File: src/rtl/uart_tx_word_fifo.sv
// Transmit word queue ahead of uart_data_tx: circular FIFO drained one word per send_en / Tx_Done handshake.
// Optional `define UART_TXQ_FLUSH_EN adds a flush input that discards queued words.
module uart_tx_word_fifo #(
  parameter int DATA_WIDTH = 32,
  parameter int DEPTH_LOG2 = 3,
  parameter int GAP_CYCLES = 16
) (
  input  logic                  Clk,
  input  logic                  Rst,
  input  logic [DATA_WIDTH-1:0] wr_data,
  input  logic                  wr_en,
`ifdef UART_TXQ_FLUSH_EN
  input  logic                  flush,
`endif
  output logic                  full,
  output logic                  empty,
  output logic [DEPTH_LOG2:0]   level,
  output logic                  overflow,
  output logic [DATA_WIDTH-1:0] data,
  output logic                  send_en,
  input  logic                  Tx_Done,
  output logic                  busy
);

  localparam int DEPTH = 1 << DEPTH_LOG2;
  localparam int GW = (GAP_CYCLES > 1) ? $clog2(GAP_CYCLES) : 1;
  localparam logic [GW-1:0] GAP_LOAD = GW'((GAP_CYCLES > 0) ? GAP_CYCLES - 1 : 0);
  localparam logic [DEPTH_LOG2:0] FULL_CNT = {1'b1, {DEPTH_LOG2{1'b0}}};

  localparam logic [1:0] S_IDLE = 2'd0;
  localparam logic [1:0] S_LOAD = 2'd1;
  localparam logic [1:0] S_WAIT = 2'd2;
  localparam logic [1:0] S_GAP  = 2'd3;

  logic [DATA_WIDTH-1:0] mem_q [DEPTH];
  logic [DEPTH_LOG2-1:0] wr_ptr_q, rd_ptr_q;
  logic [DEPTH_LOG2:0]   count_q, count_d;
  logic [1:0]            state_q, state_d;
  logic [GW-1:0]         gap_q, gap_d;
  logic [DATA_WIDTH-1:0] data_q;
  logic                  overflow_q;
  logic                  flush_w;
  logic                  push, pop;

`ifdef UART_TXQ_FLUSH_EN
  assign flush_w = flush;
`else
  assign flush_w = 1'b0;
`endif

  assign full  = (count_q == FULL_CNT);
  assign empty = (count_q == '0);
  assign push  = wr_en && !full && !flush_w;
  assign pop   = (state_q == S_IDLE) && !empty;

  always_comb begin
    count_d = count_q;
    if (flush_w)
      count_d = '0;
    else begin
      case ({push, pop})
        2'b10:   count_d = count_q + 1'b1;
        2'b01:   count_d = count_q - 1'b1;
        default: count_d = count_q;
      endcase
    end
  end

  always_comb begin
    state_d = state_q;
    gap_d   = gap_q;
    case (state_q)
      S_IDLE: if (pop) state_d = S_LOAD;
      S_LOAD: state_d = S_WAIT;
      S_WAIT: begin
        if (Tx_Done) begin
          if (GAP_CYCLES == 0)
            state_d = S_IDLE;
          else begin
            state_d = S_GAP;
            gap_d   = GAP_LOAD;
          end
        end
      end
      S_GAP: begin
        if (gap_q == '0) state_d = S_IDLE;
        else             gap_d   = gap_q - 1'b1;
      end
      default: state_d = S_IDLE;
    endcase
  end

  // Storage is not reset: contents are only visible through the pointers.
  always_ff @(posedge Clk) begin
    if (push) mem_q[wr_ptr_q] <= wr_data;
  end

  always_ff @(posedge Clk) begin
    if (Rst) begin
      wr_ptr_q   <= '0;
      rd_ptr_q   <= '0;
      count_q    <= '0;
      state_q    <= S_IDLE;
      gap_q      <= '0;
      data_q     <= '0;
      overflow_q <= 1'b0;
    end else begin
      count_q    <= count_d;
      state_q    <= state_d;
      gap_q      <= gap_d;
      overflow_q <= wr_en && full && !flush_w;
      if (push) wr_ptr_q <= wr_ptr_q + 1'b1;
      if (flush_w)  rd_ptr_q <= wr_ptr_q;
      else if (pop) rd_ptr_q <= rd_ptr_q + 1'b1;
      if (pop) data_q <= mem_q[rd_ptr_q];
    end
  end

  assign level    = count_q;
  assign overflow = overflow_q;
  assign data     = data_q;
  assign send_en  = (state_q == S_LOAD);
  assign busy     = (state_q != S_IDLE);

endmodule

File: config.mk
export PLATFORM = sky130hd
export DESIGN_NAME = uart_tx_word_fifo
export DESIGN_NICKNAME = d
export VERILOG_FILES = /design/src/rtl/uart_tx_word_fifo.sv
export SDC_FILE = /design/constraint.sdc
export NUM_CORES = 1
export LEC_CHECK = 0
export ABC_AREA = 1
export BUFFER_PORTS_ARGS = -buffer_cell sky130_fd_sc_hd__buf_2
export CAP_MARGIN = 20
export CORE_MARGIN = 8
export CORE_UTILIZATION = 60
export CTS_CLUSTER_SIZE = 25
export DETAILED_ROUTE_END_ITERATION = 7
export GPL_TIMING_DRIVEN = 1
export PLACE_DENSITY = 0.79
export RECOVER_POWER = 50
export SLEW_MARGIN = 5
export SYNTH_ARGS = -nofsm -noshare
export SYNTH_HDL_FRONTEND = slang
export SYNTH_SLANG_ARGS = --single-unit
File: constraint.sdc
create_clock -name Clk -period 8.81 [get_ports Clk]
set_clock_uncertainty 0.15 [all_clocks]
set_input_delay 0 -clock Clk [delete_from_list [all_inputs] [get_ports Clk]]
set_output_delay 0 -clock Clk [all_outputs]
set_load 0.005 [all_outputs]
==> impl_metrics.tcl <==
set metrics [dict create \
    grt_antenna_before_repair 0 \
    synth_fp_nets 1090 \
    yosysWarnings 0 \
    gr-total-overflow 0 \
    final_util_pct 69.2 \
    clk_pin_slew_ps 60 \
    synthCells 1044 \
    drive_gt1_share_pct 10.3 \
    route.met2.wl_um 13100 \
    post_cts_buffers 0 \
    vias 7934 \
    wirelength_um 25900 \
    met1_length_um 10700 \
    clk_path_buf_depth 3 \
    grt_use_total_pct 19.5 \
    wl_met3_um 1680 \
    synthTopCellsByArea "edfxtp_1, dfxtp_1, o211ai_1, nand2_1, inv_1" \
    io_buffers 76 \
    async_flop_share_pct 0 \
    worst_pin_slew_ps 1590 \
    power.density_nw_per_um2 296 \
    syn_area_per_cell_um2 12.1 \
    grt_pass1_vias 7806 \
    cts_made_buffers 31 \
    synthSimpleGateAreaFrac_pct 9.44 \
    netlist_area_um2 12600 \
    tns_ps 0 \
    drv_cap 1 \
    synth-edff-count 256 \
    grt_pass1_wl_um 40400 \
    wl_per_cell_um 17.9 \
    h-tree-depth 1 \
    crit_path_end_kind "flop" \
    nets 1188 \
    cts-root-buf "clkbuf_16" \
    whs_ps 98.5 \
    setup_viol 0 \
    seq_area_frac_synth_pct 68.7 \
    drt_iter0_drc 700 \
    start_kind "flop" \
    fin_cells 1441 \
    synth_ff_type "edfxtp_1" \
    peakVddDrop_v 0.000231 \
    synthToLayoutAreaGrowth_pct 14.2 \
    path_class "flop to flop" \
    p_leak_nw 5.26 \
    routed.top_layer "met4" \
    fp-row-count 53 \
    post-place-ws_ps 5740 \
    cts_num_sinks 305 \
    slew_headroom_pct -6.12 \
    synth_cell_types 30 \
    hold_violations 0 \
    maxSlewViolCount 31 \
    fin_ws_ps 5950 \
    cp.arrival_ps 3160 \
    place_inst 1346 \
    ant_nets 0 \
    grt_max_degree 143 \
    critPathRequiredTime_ps 9110 \
    status "complete, but fails checks" \
    violations "max-capacitance violations, max-slew violations" \
    post-route-period-util_pct 32.5 \
    io_pins 77 \
    ys_seq_elements 305 \
    drt_pass1_iterations 5 \
    rsz0062_at_grt "no" \
    die_x_um 161 \
    clk_latency_ps 560 \
    dpl.hpwl_um 13000 \
    synth_top_cell_by_area "edfxtp_1" \
    min_period_ps 2860 \
    viasPerCell 5.51 \
    core-area_um2 20800 \
    die_y_um 161 \
    synth_compound_area_share_pct 12.3 \
    synth_mux_area_share_pct 0 \
    cts_tree "built" \
    synth_top_family_by_area "compound AO/OA/AOI/OAI gates" \
    hp-class "input port to flop" \
    die_area_um2 25900 \
    fmax_mhz 349 \
    synth-xor-area-share_pct 0.208 \
    synthAdderAreaFrac_pct 0.992 \
    drc_errors 0 \
    synth_top_area_share_pct 60.9 \
    gp_congestion 0.805 \
    cp_max_fo 70 \
    initial_core_util_pct 60.6 \
    diodes 0 \
]
flip-flops by register name, summed over array words and instances (netlist names):
register  cells
data         32
gap_q         4
level         4
mem_q       256
overflow      1
rd_ptr_q      3
state_q       2
wr_ptr_q      3
worst max-delay path, stage by stage (launching register included):
cell	delay (ps)
dfxtp_1	430
nor2_1	90
nand3_1	150
nand2_4	90
inv_4	680
ha_1	360
nand2_1	70
inv_1	70
nor2_1	50
ha_1	180
a21oi_1	160
xnor2_1	90
o21ai_0	140
inv_1	50
metrics by stage:
step                      power (mW)  cell area (um^2)
after CTS                       4.26             14400
after global routing            4.49             14400
after floorplan                 2.76             12600
after detailed placement        2.93             13000
after global placement          2.88             13000
final                           4.26             14400
placed cells by master (no fill, tap or decap), types with 2 or more instances in the layout:
cell	synthesis	final
xnor2_1	2	2
a21oi_1	25	25
clkbuf_16	0	31
nand3_1	75	76
inv_1	152	151
clkbuf_1	5	77
or2_2	2	2
nor2_4	0	8
dlygate4sd3_1	0	35
a21oi_2	34	34
o211ai_1	116	116
buf_16	0	3
clkinv_2	0	8
buf_4	2	12
clkinv_1	0	3
buf_2	21	9
o21ai_0	48	48
nor2_1	17	10
ha_1	10	10
edfxtp_1	256	256
o21ai_1	2	2
bufinv_16	0	5
dfxtp_1	49	47
nand2_1	184	185
metal layers:
| metal | vias to the layer above | GRT usage (%) |
|---|---|---|
| li1 | 3843 | - |
| met1 | 3801 | 24.7 |
| met2 | 255 | 34.6 |
| met3 | 35 | 3.31 |
| met4 | 0 | 4.71 |
| met5 | - | 0 |
power by group:
group,switching (mW),internal (mW)
clock,0.518,0.803
sequential,0.0942,1.71
combinational,0.746,0.389
total,1.36,2.90
final timing paths:
path,start,depth (start not counted),endpoint,slack (ps)
setup reg to reg,level[0],13,level[2],5950
setup / recovery,level[0],13,level[2],5950
hold / removal,wr_en,4,overflow,100
hold reg to reg,gap_q[2],2,gap_q[2],320
Yosys cell counts (2+ instances only):
cell type and instances:
clkbuf_2 2, a21oi_2 34, o21ai_0 48, xnor2_1 2, a21oi_1 25, or2_2 2, clkbuf_1 5, inv_1 152
nand2_1 184, o211ai_1 116, buf_6 27, edfxtp_1 256, ha_1 10, buf_2 21, buf_4 2, buf_1 5
o21ai_1 2, dfxtp_1 49, nor2_1 17, nand3_1 75
logic make-up after synthesis:
family	Yosys count
AOI/OAI and AO/OA	226
xor gates and xnor gates	3
adders and majority gates	10
buffers and inverters	216
DFF	305
and+or+nand+nor	284
what timing repair did:
item / 4_1_cts / 5_1_grt
setup endpoints to repair: 0 / 0
hold buffers: 35 / 0
gates resized for setup: 0 / 0
endpoints found under the hold margin: 269 / 0
cell type report:
cell class	count	area [um^2]
clock inverters	16	218
clock buffers	41	823
inverters	154	581
flip-flops and latches	305	8670
fillers	1466	6420
multi-input cells	523	2940
repair buffers	127	823
well taps	275	344
(Power assumes the default switching activity.)
